**src/rtl/spi_master_tx_fifo_if.sv**
```systemverilog
// spi_master_tx_fifo_if: APB write-strobe side and SPI controller valid/ready side of the TX FIFO.
interface spi_master_tx_fifo_if #(parameter int DATA_WIDTH = 32);
  logic                  wr_i;
  logic [DATA_WIDTH-1:0] wr_data_i;
  logic [DATA_WIDTH-1:0] data_o;
  logic                  valid_o;
  logic                  ready_i;
  modport master (output wr_i, wr_data_i, ready_i, input data_o, valid_o);
  modport slave (input wr_i, wr_data_i, ready_i, output data_o, valid_o);
endinterface

```
**src/rtl/spi_master_tx_fifo.sv**
```systemverilog
// spi_master_tx_fifo: APB-fed TX word buffer for the SPI master controller with watermark irq and sticky overflow.
// Define SPI_TXFIFO_BYPASS_EN to pass a write straight to the controller when the FIFO is empty.
module spi_master_tx_fifo #(
  parameter int DATA_WIDTH       = 32,
  parameter int BUFFER_DEPTH     = 8,
  parameter int LOG_BUFFER_DEPTH = $clog2(BUFFER_DEPTH)
) (
  input  logic                      clk,
  input  logic                      rstn,
  input  logic                      clr_i,
  input  logic                      ovf_clr_i,
  input  logic [LOG_BUFFER_DEPTH:0] watermark_i,
  output logic [LOG_BUFFER_DEPTH:0] elements_o,
  output logic                      full_o,
  output logic                      below_wm_o,
  output logic                      wm_irq_o,
  output logic                      overflow_o,
  spi_master_tx_fifo_if.slave       bus
);
  localparam int LBD = LOG_BUFFER_DEPTH;
  localparam logic [LBD:0] DEPTH = (LBD+1)'(BUFFER_DEPTH);
  localparam logic [LBD-1:0] LAST = LBD'(BUFFER_DEPTH - 1);
  logic [DATA_WIDTH-1:0] mem [BUFFER_DEPTH];
  logic [LBD-1:0] rd_ptr, wr_ptr;
  logic [LBD:0] elements, el_next;
  logic empty, push, pop, drop, byp;
  always_comb begin
    empty = elements == '0;
    full_o = elements == DEPTH;
`ifdef SPI_TXFIFO_BYPASS_EN
    byp = empty & bus.wr_i & bus.ready_i & ~clr_i;
    bus.valid_o = empty ? bus.wr_i & ~clr_i : 1'b1;
    bus.data_o = empty ? bus.wr_data_i : mem[rd_ptr];
`else
    byp = 1'b0;
    bus.valid_o = ~empty;
    bus.data_o = mem[rd_ptr];
`endif
    pop = ~empty & bus.ready_i & ~clr_i;
    // a full FIFO still takes a write when the head leaves in the same cycle
    push = bus.wr_i & ~clr_i & ~byp & (~full_o | pop);
    drop = bus.wr_i & full_o & ~pop;
    el_next = elements + (LBD+1)'(push) - (LBD+1)'(pop);
    elements_o = elements;
    below_wm_o = elements < watermark_i;
  end
  always_ff @(posedge clk) begin
    if (!rstn || clr_i) begin
      rd_ptr <= '0;
      wr_ptr <= '0;
      elements <= '0;
      overflow_o <= 1'b0;
      wm_irq_o <= 1'b0;
    end else begin
      rd_ptr <= pop ? (rd_ptr == LAST ? '0 : rd_ptr + LBD'(1)) : rd_ptr;
      wr_ptr <= push ? (wr_ptr == LAST ? '0 : wr_ptr + LBD'(1)) : wr_ptr;
      elements <= el_next;
      overflow_o <= ~ovf_clr_i & (overflow_o | drop);
      // only a net decrement can cross the threshold; an out-of-range watermark counts as always crossed
      wm_irq_o <= (el_next < elements) & (el_next < watermark_i) & ((elements >= watermark_i) | (watermark_i > DEPTH));
    end
  end
  always_ff @(posedge clk)
    if (push) mem[wr_ptr] <= bus.wr_data_i;
endmodule

```
**src/flat_wrapper.sv**
```systemverilog
// flat-port wrapper written by rule: the top's interface ports become plain ports
module spi_master_tx_fifo_flat 
#(
  parameter int DATA_WIDTH       = 32,
  parameter int BUFFER_DEPTH     = 8,
  parameter int LOG_BUFFER_DEPTH = $clog2(BUFFER_DEPTH)
)
  (clk, rstn, clr_i, ovf_clr_i, watermark_i, elements_o, full_o, below_wm_o, wm_irq_o, overflow_o, bus_wr_i, bus_wr_data_i, bus_ready_i, bus_data_o, bus_valid_o);
  spi_master_tx_fifo_if #(.DATA_WIDTH(DATA_WIDTH)) bus_i ();
  input  logic clk;
  input  logic rstn;
  input  logic clr_i;
  input  logic ovf_clr_i;
  input  logic [LOG_BUFFER_DEPTH:0] watermark_i;
  output logic [LOG_BUFFER_DEPTH:0] elements_o;
  output logic full_o;
  output logic below_wm_o;
  output logic wm_irq_o;
  output logic overflow_o;
  input wire logic [$bits(bus_i.wr_i)-1:0] bus_wr_i;
  input wire logic [$bits(bus_i.wr_data_i)-1:0] bus_wr_data_i;
  input wire logic [$bits(bus_i.ready_i)-1:0] bus_ready_i;
  output wire logic [$bits(bus_i.data_o)-1:0] bus_data_o;
  output wire logic [$bits(bus_i.valid_o)-1:0] bus_valid_o;
  assign bus_i.wr_i = bus_wr_i;
  assign bus_i.wr_data_i = bus_wr_data_i;
  assign bus_i.ready_i = bus_ready_i;
  assign bus_data_o = bus_i.data_o;
  assign bus_valid_o = bus_i.valid_o;
  spi_master_tx_fifo #(.DATA_WIDTH(DATA_WIDTH), .BUFFER_DEPTH(BUFFER_DEPTH), .LOG_BUFFER_DEPTH(LOG_BUFFER_DEPTH)) u_core (.clk(clk), .rstn(rstn), .clr_i(clr_i), .ovf_clr_i(ovf_clr_i), .watermark_i(watermark_i), .elements_o(elements_o), .full_o(full_o), .below_wm_o(below_wm_o), .wm_irq_o(wm_irq_o), .overflow_o(overflow_o), .bus(bus_i));
endmodule
```
**config.mk**
```make
export PLATFORM = sky130hd
export DESIGN_NAME = spi_master_tx_fifo_flat
export DESIGN_NICKNAME = d
export VERILOG_FILES = /design/src/rtl/spi_master_tx_fifo_if.sv /design/src/rtl/spi_master_tx_fifo.sv /design/src/flat_wrapper.sv
export SDC_FILE = /design/constraint.sdc
export NUM_CORES = 1
export LEC_CHECK = 0
export BUFFER_PORTS_ARGS = -buffer_cell sky130_fd_sc_hd__buf_2
export CELL_PAD_IN_SITES_DETAIL_PLACEMENT = 0
export CELL_PAD_IN_SITES_GLOBAL_PLACEMENT = 1
export CORE_AREA = 2 2 143 145
export CTS_BUF_LIST = sky130_fd_sc_hd__clkbuf_8
export DETAILED_ROUTE_END_ITERATION = 12
export DIE_AREA = 0 0 145 147
export PLACE_DENSITY_LB_ADDON = 0.1
export SLEW_MARGIN = 10
export SYNTH_ARGS = -nofsm -noshare
export SYNTH_HDL_FRONTEND = slang
export SYNTH_SLANG_ARGS = --single-unit
```
**constraint.sdc**
```tcl
create_clock -name clk -period 10.95 [get_ports clk]
set_input_delay 1.6425 -clock clk [delete_from_list [all_inputs] [get_ports clk]]
set_output_delay 1.6425 -clock clk [all_outputs]
set_load 0.01 [all_outputs]
```
## Word-level counts from Yosys, hierarchy flattened

Memory sizes are Yosys's and may differ from the RTL's. A register that Yosys moved wholly into a read port is not among the register bits.
Cells that the tools add are included.

| operators by class | value |
|---|---|
| reductions and logical operators | 3 |
| order comparisons | 5 |
| bitwise logic cells | 17 |
| equality and inequality tests | 3 |
| muxes and demuxes | 6 |
| add/subtract/negate cells | 4 |

Operators by type and width:

| operator | number |
|---|---|
| less-than comparator 4 bit | 3 |
| two-way mux 3 bit | 4 |
| bitwise AND 1 bit | 9 |
| adder 3 x 1 -> 3 bit (second input constant) | 2 |
| equality test 3 bit (second input constant) | 2 |
| inverter 1 bit | 5 |
| adder 4 x 1 -> 4 bit | 1 |
| equality test 4 bit (second input constant) | 1 |
| greater-or-equal comparator 4 bit | 1 |
| greater-than comparator 4 bit (second input constant) | 1 |
| logical NOT 4 bit | 1 |
| subtractor 4 x 1 -> 4 bit | 1 |
| OR 1 bit | 3 |
| two-way mux 1 bit | 2 |
| logical NOT 1 bit | 1 |
| logical OR 1 bit | 1 |

| storage, ports and cells | value |
|---|---|
| register bits after elaboration | 12 |
| memories | 1 |
| input bits | 42 |
| bits in writable memories | 256 |
| output and inout bits | 41 |

Memory list:

| name | words | width | rd ports | clocked after memory_dff | write ports | RTL line | text |
|---|---|---|---|---|---|---|---|
| u_core.mem | 8 | 32 | 1 | 1 | 1 | spi_master_tx_fifo.sv:23 | `logic [DATA_WIDTH-1:0] mem [BUFFER_DEPTH];` |

## Logic depth before layout (Yosys ltp)

Gate-level depths: netlist of the first run.

| logic depth | value |
|---|---|
| depth after elaboration | 11 |
| mapped depth | 13 |
| gate-level depth less buffers | 13 |

## Worst setup path after synthesis of the first run

OpenSTA, ideal clock, no wires.

| timing | value |
|---|---|
| path kind | input to register |
| from | input port clr_i |
| to | memory u_core.mem[4][0], enable pin |
| library setup time | 513 ps |
| path buffers | 0 |
| stages on the path | 3 |
| setup slack | 4,607 ps |
| data arrival time | 5,830 ps |
| path through | or3b_1 a211o_1 nor4b_1 |

| between the ends | value |
|---|---|
| word-level cells in the longest chain between the ends | 6 |
| elaborated cells on any way between the ends | 7 |

Ends and longest elaborated chain:

| element | RTL line | text |
|---|---|---|
| from (decl) | flat_wrapper.sv:12 | `input logic clr_i;` |
| inverter 1 bit (*) | spi_master_tx_fifo.sv:39, spi_master_tx_fifo.sv:41 |  |
| bitwise AND 1 bit | spi_master_tx_fifo.sv:39 | `pop = ~empty & bus.ready_i & ~clr_i;` |
| OR 1 bit | spi_master_tx_fifo.sv:41 | `push = bus.wr_i & ~clr_i & ~byp & (~full_o \| pop);` |
| bitwise AND 1 bit (*) | spi_master_tx_fifo.sv:41 |  |
| two-way mux 1 bit (*) | spi_master_tx_fifo.sv:64 | `if (push) mem[wr_ptr] <= bus.wr_data_i;` |
| two-way mux 1 bit (implied by the code) (*) | spi_master_tx_fifo.sv:64 |  |
| to (decl) | spi_master_tx_fifo.sv:23 |  |

Mark *: on every way between the ends. The rest lies on a longest branch, timed or not.

==> load_flow_metrics.sql, run 1 <==
INSERT INTO impl_metrics (metric_group, metric, value, unit) VALUES
('route', 'drc', '0', ''),
('floorplanning', 'die_height', '147', 'µm'),
('clocking', 'cts.clk_slew.worst_paths', '0.06', 'ns'),
('layout', 'num_antenna_cells', '0', ''),
('clocking', 'clk_tree_root_cell', 'sky130_fd_sc_hd__clkbuf_8', ''),
('clocking', 'postCtsSetupBuffers', '0', ''),
('floorplanning', 'floorplan.core_area', '19800', 'µm²'),
('power_and_ir_drop', 'power_leakage', '4.05', 'nW'),
('sta', 'worst-slew-pin-transition', '1.16', 'ns'),
('synth', 'synthTopCellsByArea', 'sky130_fd_sc_hd__edfxtp_1, sky130_fd_sc_hd__mux4_2, sky130_fd_sc_hd__mux2_2, sky130_fd_sc_hd__dfxtp_1, sky130_fd_sc_hd__ha_1', ''),
('clocking', 'cts_tree', 'yes', ''),
('route', 'avgViaCountPerCell', '5.54', ''),
('hold_path', 'hold_path.class', 'reg2reg', ''),
('power_and_ir_drop', 'power_density', '165', 'nW/µm²'),
('critical_path', 'kind_of_capture_point_of_the_worst_setup_path', 'primary output', ''),
('layout', 'layout_common_cells', 'sky130_fd_sc_hd__edfxtp_1, sky130_fd_sc_hd__buf_2, sky130_fd_sc_hd__mux4_2', ''),
('synth', 'netlist.top_cell.by_area', 'sky130_fd_sc_hd__edfxtp_1', ''),
('global_routing', 'grt.overflow.total', '0', ''),
('route', 'detail-route-antenna-nets', '0', ''),
('route', 'drt-initial-drc-count', '310', ''),
('route', 'totalWireLength', '19200', 'µm'),
('layout', 'proportion_of_layout_cells_with_a_drive_suffix_above_1', '39.9', '%'),
('synth', 'yosys_warnings', '0', ''),
('critical_path', 'critical_path_arrival', '3.06', 'ns'),
('global_routing', 'grt_antenna_before_repair', '1', ''),
('critical_path', 'critical_path_peak_fanout', '33', ''),
('sta', 'post-route-period-util', '42.9', '%'),
('sta', 'achievable-frequency', '213', 'MHz'),
('global_routing', 'grt_use_total', '18.5', '%'),
('layout', 'design.final.nets', '668', ''),
('floorplanning', 'num_rows', '52', ''),
('sta', 'fin_worst_skew', '0.0209', 'ns'),
('synth', 'netlist-cell-type-count', '34', ''),
('synth', 'synthDominantCellAreaShare', '72.8', '%'),
('sta', 'totalNegativeSetupSlack', '0', 'ns'),
('clocking', 'number_of_gates_given_a_new_drive_strength_after_cts', '0', ''),
('global_routing', 'global_route_wire_length_before_repair', '29900', 'µm'),
('critical_path', 'critPathLaunchType', 'flop', ''),
('power_and_ir_drop', 'power.ir.vdd_worst', '0.0882', 'mV'),
('critical_path', 'critical_path_class', 'reg2out', ''),
('placement', 'detailed_place.area', '11400', 'µm²'),
('clocking', 'insertion_delay', '0.55', 'ns'),
('synth', 'mean_cell_area_of_the_mapped_netlist', '21.9', 'µm²'),
('synth', 'mappedNetlistNets', '546', ''),
('global_routing', 'grt_max_degree', '65', ''),
('sta', 'hold_ws', '0.489', 'ns'),
('global_routing', 'first_global_vias', '5418', ''),
('status', 'result_of_the_run', 'complete, no violations', ''),
('clocking', 'clock_sinks', '271', ''),
('route', 'drt_pass1_iterations', '6', ''),
('layout', 'finalNonFillerCells', '906', ''),
('sta', 'report.final.slew_viol_count', '0', ''),
('sta', 'finalWorstPathRequiredPeriod', '4.70', 'ns'),
('layout', 'layout_commonest_cell', 'sky130_fd_sc_hd__edfxtp_1', ''),
('layout', 'design_area', '12200', 'µm²'),
('clocking', 'post_cts_hold_buffer_count', '0', ''),
('placement', 'dp_hpwl', '10600', 'µm'),
('synth', 'ys_seq_elements', '271', ''),
('sta', 'hold_violations', '0', ''),
('clocking', 'tritoncts.num_buffers', '45', ''),
('sta', 'rsz0062_at_grt', 'false', ''),
('synth', 'synth_area', '10600', 'µm²'),
('floorplanning', 'initial_utilization', '53.2', '%'),
('route', 'detailroute.via_count', '5021', ''),
('flow_run', 'number_of_max_cap_violations', '0', ''),
('placement', 'count_of_port_buffers_added_during_placement', '82', ''),
('synth', 'post_synth_inst_count', '483', ''),
('floorplanning', 'fp.dieW', '145', 'µm'),
('layout', 'flow.area_growth_from_synthesis', '15.0', '%'),
('floorplanning', 'io_pins', '83', ''),
('synth', 'synth_sequential_area_ratio', '75.6', '%'),
('sta', 'setup_viol', '0', ''),
('clocking', 'cts_max_path_bufs', '3', ''),
('clocking', 'cts_htree_levels', '2', ''),
('placement', 'final_replace_weighted_congestion', '0.729', ''),
('floorplanning', 'fp.dieArea', '21300', 'µm²'),
('route', 'wl_per_cell', '21.2', 'µm'),
('critical_path', 'critPathRequiredTime', '9.31', 'ns'),
('sta', 'worst_slew_margin_rel', '22.2', '%'),
('placement', 'numPlacedInstances', '828', ''),
('layout', 'finish.utilization', '61.2', '%');
==> metal layers <==
metal / wire length (µm) / GRT usage (%) / share of wire, % / vias up
met1: 8430 / 24.8 / 44 / 2609
met5: 7 / 0 / 0.036 / -
met2: 9420 / 30.5 / 49 / 129
li1: - / - / - / 2246
met4: 385 / 6.39 / 2.0 / 2
met3: 955 / 4.13 / 5.0 / 35
==> sequential cells by signal (all words and copies together) (netlist names), named ones only <==
signal,flops
u_core.rd_ptr,3
u_core.wr_ptr,3
u_core.overflow_o,1
u_core.mem,256
u_core.wm_irq_o,1
u_core.elements_o,4
==> worst max-delay path, stage by stage (launching register included) <==
cell                      delay, ns
sky130_fd_sc_hd__dfxtp_4       0.78
sky130_fd_sc_hd__buf_4         0.68
sky130_fd_sc_hd__mux4_2        0.58
sky130_fd_sc_hd__mux2_2        0.31
sky130_fd_sc_hd__buf_2         0.15
==> cell usage after synthesis <==
cell                       instances
sky130_fd_sc_hd__nor3b_1           2
sky130_fd_sc_hd__or3b_1            1
sky130_fd_sc_hd__a31oi_1           1
sky130_fd_sc_hd__nand3b_1          2
sky130_fd_sc_hd__nor2_1            8
sky130_fd_sc_hd__a21oi_2           1
sky130_fd_sc_hd__a21oi_1           9
sky130_fd_sc_hd__dfxtp_1          15
sky130_fd_sc_hd__o22ai_1           1
sky130_fd_sc_hd__fa_1              1
sky130_fd_sc_hd__a211o_1           1
sky130_fd_sc_hd__mux2_2           32
sky130_fd_sc_hd__nand2b_1          5
sky130_fd_sc_hd__a211oi_1          2
sky130_fd_sc_hd__o21a_1            1
sky130_fd_sc_hd__or3_1             1
sky130_fd_sc_hd__nor3_1            4
sky130_fd_sc_hd__clkbuf_1         11
sky130_fd_sc_hd__a21o_1            1
sky130_fd_sc_hd__mux2i_1           3
sky130_fd_sc_hd__buf_1             1
sky130_fd_sc_hd__nand2_1          10
sky130_fd_sc_hd__mux4_2           64
sky130_fd_sc_hd__ha_1             20
sky130_fd_sc_hd__nor4_1            1
sky130_fd_sc_hd__o22a_1            1
sky130_fd_sc_hd__inv_2             1
sky130_fd_sc_hd__edfxtp_1        256
sky130_fd_sc_hd__nor3b_2           1
sky130_fd_sc_hd__nor4b_1           2
sky130_fd_sc_hd__buf_2             7
sky130_fd_sc_hd__xor2_1            2
sky130_fd_sc_hd__inv_1            13
sky130_fd_sc_hd__nor2b_1           2
==> layout make-up <==
class | count | area (µm²)
inverter | 14 | 52.6
tap | 270 | 338
multi-input combinational | 179 | 2490
timing repair buffer | 94 | 500
clock buffer | 47 | 647
fill | 1445 | 7690
clock inverter | 31 | 126
sequential | 271 | 8000
==> power breakdown <==
| part | internal (mW) | total (mW) | leakage (nW) | switching (mW) |
|---|---|---|---|---|
| clock | 0.394 | 0.763 | 0.449 | 0.369 |
| sequential | 1.14 | 1.15 | 2.44 | 0.00533 |
| combinational | 0.0454 | 0.0990 | 1.17 | 0.0536 |
| total | 1.58 | 2.01 | 4.05 | 0.428 |
==> stage by stage <==
step / setup slack, ns / power [mW]
after floorplan: 4.61 / 1.23
after detailed placement: 6.25 / 1.27
after global placement: 6.32 / 1.27
after CTS: 6.12 / 2.04
after global routing: 5.97 / 2.09
final: 6.25 / 2.01
==> final timing paths <==
check	start	endpoint	slack (ns)	cells after the start
setup reg to reg	u_core.elements_o[2]	u_core.mem[1][13]	7.41	8
setup / recovery	flop	bus_data_o[31]	6.25	4
hold reg to reg	u_core.rd_ptr[1]	flop	0.49	2
hold / removal	u_core.rd_ptr[1]	flop	0.49	2
==> cells by family after synthesis <==
logic type / after synthesis / share of synthesized area, %
AO/OA/AOI/OAI: 18 / 1.08
XOR/XNOR: 2 / 0.166
adder cells (fa/ha/maj): 21 / 2.56
buffers and inverters: 33 / 1.26
flip-flops: 271 / 75.6
multiplexers: 99 / 17.3
AND/OR/NAND/NOR: 39 / 2.01
Power figures use the tool's default switching activity.
==> run 2: changes to the inputs <==
==> constraint.sdc (replaced) <==
create_clock -name clk -period 4.7 [get_ports clk]
set_input_delay 0.705 -clock clk [delete_from_list [all_inputs] [get_ports clk]]
set_output_delay 0.705 -clock clk [all_outputs]
set_load 0.01 [all_outputs]
==> run 2 against run 1 <==
Total power up 140%. Routed wire length down 0.67%. Cell area up 1.1%. Via count down 0.84%. Sequential share of layout area down 0.72 points. Cell count up 0.33%. Non-clock buffer count unchanged. Flip-flop and latch count unchanged. Highest routed layer is now met4.
==> load_flow_metrics.sql, run 2 (synthesis gave the netlist of run 1 again) <==
INSERT INTO impl_metrics (metric_group, metric, value, unit) VALUES
('global_routing', 'first_global_vias', '5527', ''),
('layout', 'finish.utilization', '61.9', '%'),
('sta', 'worst_slew_margin_rel', '33.0', '%'),
('layout', 'finalNonFillerCells', '909', ''),
('floorplanning', 'floorplan.core_area', '19800', 'µm²'),
('route', 'drc', '0', ''),
('status', 'result_of_the_run', 'complete, no violations', ''),
('hold_path', 'holdCritStartpoint', 'ovf_clr_i', ''),
('critical_path', 'critical_path_class', 'reg2out', ''),
('clocking', 'cts_tree', 'yes', ''),
('clocking', 'post_cts_hold_buffer_count', '0', ''),
('layout', 'design_area', '12300', 'µm²'),
('power_and_ir_drop', 'comb_power_share', '4.9', '%'),
('hold_path', 'whs_path_cells', '2', ''),
('clocking', 'cts_max_path_bufs', '3', ''),
('power_and_ir_drop', 'power_leakage', '4.10', 'nW'),
('flow_run', 'number_of_max_cap_violations', '0', ''),
('layout', 'design.final.nets', '667', ''),
('route', 'drt_pass1_iterations', '4', ''),
('clocking', 'postCtsSetupBuffers', '0', ''),
('sta', 'totalNegativeSetupSlack', '0', 'ns'),
('route', 'detailroute.via_count', '4979', ''),
('floorplanning', 'num_rows', '52', ''),
('layout', 'flow.area_growth_from_synthesis', '16.3', '%'),
('placement', 'numPlacedInstances', '828', ''),
('power_and_ir_drop', 'power_density', '391', 'nW/µm²'),
('sta', 'hold_violations', '0', ''),
('power_and_ir_drop', 'swShare', '20.9', '%'),
('route', 'wl_per_cell', '21.0', 'µm'),
('floorplanning', 'fp.dieW', '145', 'µm'),
('placement', 'final_replace_weighted_congestion', '0.754', ''),
('critical_path', 'reg2reg_slack', '1.42', 'ns'),
('critical_path', 'critical_path_peak_fanout', '33', ''),
('placement', 'dp_hpwl', '11000', 'µm'),
('power_and_ir_drop', 'power_frac_clock', '39.4', '%'),
('global_routing', 'grt_max_degree', '65', ''),
('critical_path', 'critPathRequiredTime', '3.99', 'ns'),
('sta', 'rsz0062_at_grt', 'false', ''),
('clocking', 'clk_tree_root_cell', 'sky130_fd_sc_hd__clkbuf_8', ''),
('placement', 'detailed_place.area', '11500', 'µm²'),
('sta', 'worst-slew-pin-transition', '1.00', 'ns'),
('sta', 'setup_viol', '0', ''),
('clocking', 'insertion_delay', '0.54', 'ns'),
('clocking', 'number_of_gates_given_a_new_drive_strength_after_cts', '0', ''),
('clocking', 'cts_htree_levels', '2', ''),
('sta', 'post-route-period-util', '74.8', '%'),
('clocking', 'tritoncts.num_buffers', '44', ''),
('layout', 'layout_commonest_cell', 'sky130_fd_sc_hd__edfxtp_1', ''),
('layout', 'largest_register_ffs', '256', ''),
('floorplanning', 'initial_utilization', '53.2', '%'),
('sta', 'hold_ws', '0.328', 'ns'),
('floorplanning', 'io_pins', '83', ''),
('power_and_ir_drop', 'design_internal_power', '3.80', 'mW'),
('global_routing', 'global_route_wire_length_before_repair', '30400', 'µm'),
('sta', 'report.final.slew_viol_count', '0', ''),
('critical_path', 'r2r_cells', '13', ''),
('global_routing', 'grt.overflow.total', '0', ''),
('sta', 'postLayoutSetupSlackWorst', '1.18', 'ns'),
('critical_path', 'critical_path_arrival', '2.81', 'ns'),
('power_and_ir_drop', 'power.ir.vdd_worst', '0.242', 'mV'),
('critical_path', 'critPathLaunchType', 'flop', ''),
('critical_path', 'kind_of_capture_point_of_the_worst_setup_path', 'primary output', ''),
('sta', 'achievable-frequency', '284', 'MHz'),
('critical_path', 'reg2reg_to', 'u_core.wm_irq_o', ''),
('layout', 'proportion_of_layout_cells_with_a_drive_suffix_above_1', '40.0', '%'),
('sta', 'fin_worst_skew', '0.0150', 'ns'),
('global_routing', 'grt_antenna_before_repair', '1', ''),
('route', 'totalWireLength', '19100', 'µm'),
('clocking', 'clock_sinks', '271', ''),
('clocking', 'cts.clk_slew.worst_paths', '0.06', 'ns'),
('route', 'drt-initial-drc-count', '345', ''),
('critical_path', 'crit_reg_reg_startpoint', 'u_core.elements_o[2]', ''),
('power_and_ir_drop', 'p_sw', '1.00', 'mW'),
('layout', 'layout.filler_cells', '1397', ''),
('global_routing', 'grt_use_total', '18.6', '%'),
('layout', 'top_register', 'u_core.mem', ''),
('layout', 'layout_common_cells', 'sky130_fd_sc_hd__edfxtp_1, sky130_fd_sc_hd__buf_2, sky130_fd_sc_hd__mux4_2', ''),
('power_and_ir_drop', 'total_power', '4.81', 'mW'),
('sta', 'finalWorstPathRequiredPeriod', '3.52', 'ns'),
('placement', 'count_of_port_buffers_added_during_placement', '82', ''),
('floorplanning', 'fp.dieArea', '21300', 'µm²'),
('power_and_ir_drop', 'power.sequential.fraction', '55.7', '%'),
('route', 'detail-route-antenna-nets', '0', ''),
('route', 'avgViaCountPerCell', '5.48', ''),
('floorplanning', 'die_height', '147', 'µm'),
('hold_path', 'hold_path.class', 'in2reg', ''),
('placement', 'placement.setup.worst_slack', '1.20', 'ns'),
('hold_path', 'worstHoldEndpoint', 'u_core.overflow_o', '');
run 2: final cells by class:
cell class | instances | area [µm²] | area share, %
multi-input combinational | 179 | 2520 | 20.5
antenna | 2 | 5.00 | 0.0407
timing repair buffer | 94 | 551 | 4.48
tap | 270 | 338 | 2.75
clock buffer | 47 | 647 | 5.26
clock inverter | 32 | 180 | 1.47
sequential | 271 | 8000 | 65.1
inverter | 14 | 52.6 | 0.428
run 2: per-layer routing:
layer / share of wire, % / global-route usage [%] / up-vias
li1: - / - / 2252
met1: 43 / 24.3 / 2587
met2: 51 / 31.5 / 120
met3: 4.8 / 4.78 / 20
met4: 1.3 / 5.15 / 0
met5: 0 / 0 / -
run 2: critical path, cell delays in order (launching register included):
cell and delay, ns:
sky130_fd_sc_hd__dfxtp_4 0.78, sky130_fd_sc_hd__buf_4 0.44, sky130_fd_sc_hd__mux4_2 0.55, sky130_fd_sc_hd__mux2_2 0.31
sky130_fd_sc_hd__buf_2 0.15
run 2: power by group through the flow:
stage	Combinational (mW)	Clock, mW	Sequential [mW]
2_1_floorplan	0.138	0	2.73
3_3_place_gp	0.231	0	2.73
3_5_place_dp	0.238	0	2.73
4_1_cts	0.239	1.95	2.68
5_1_grt	0.264	2.05	2.68
6_report	0.235	1.89	2.68
run 2: worst max path at each step:
stage	endpoint	slack, ns
floorplan	u_core.mem[3][0]	0.1
global placement	u_core.mem[7][23]	1.30
detailed placement	u_core.mem[7][25]	1.20
CTS	bus_data_o[4]	1.07
global route	bus_data_o[2]	0.96
finish	bus_data_o[2]	1.18
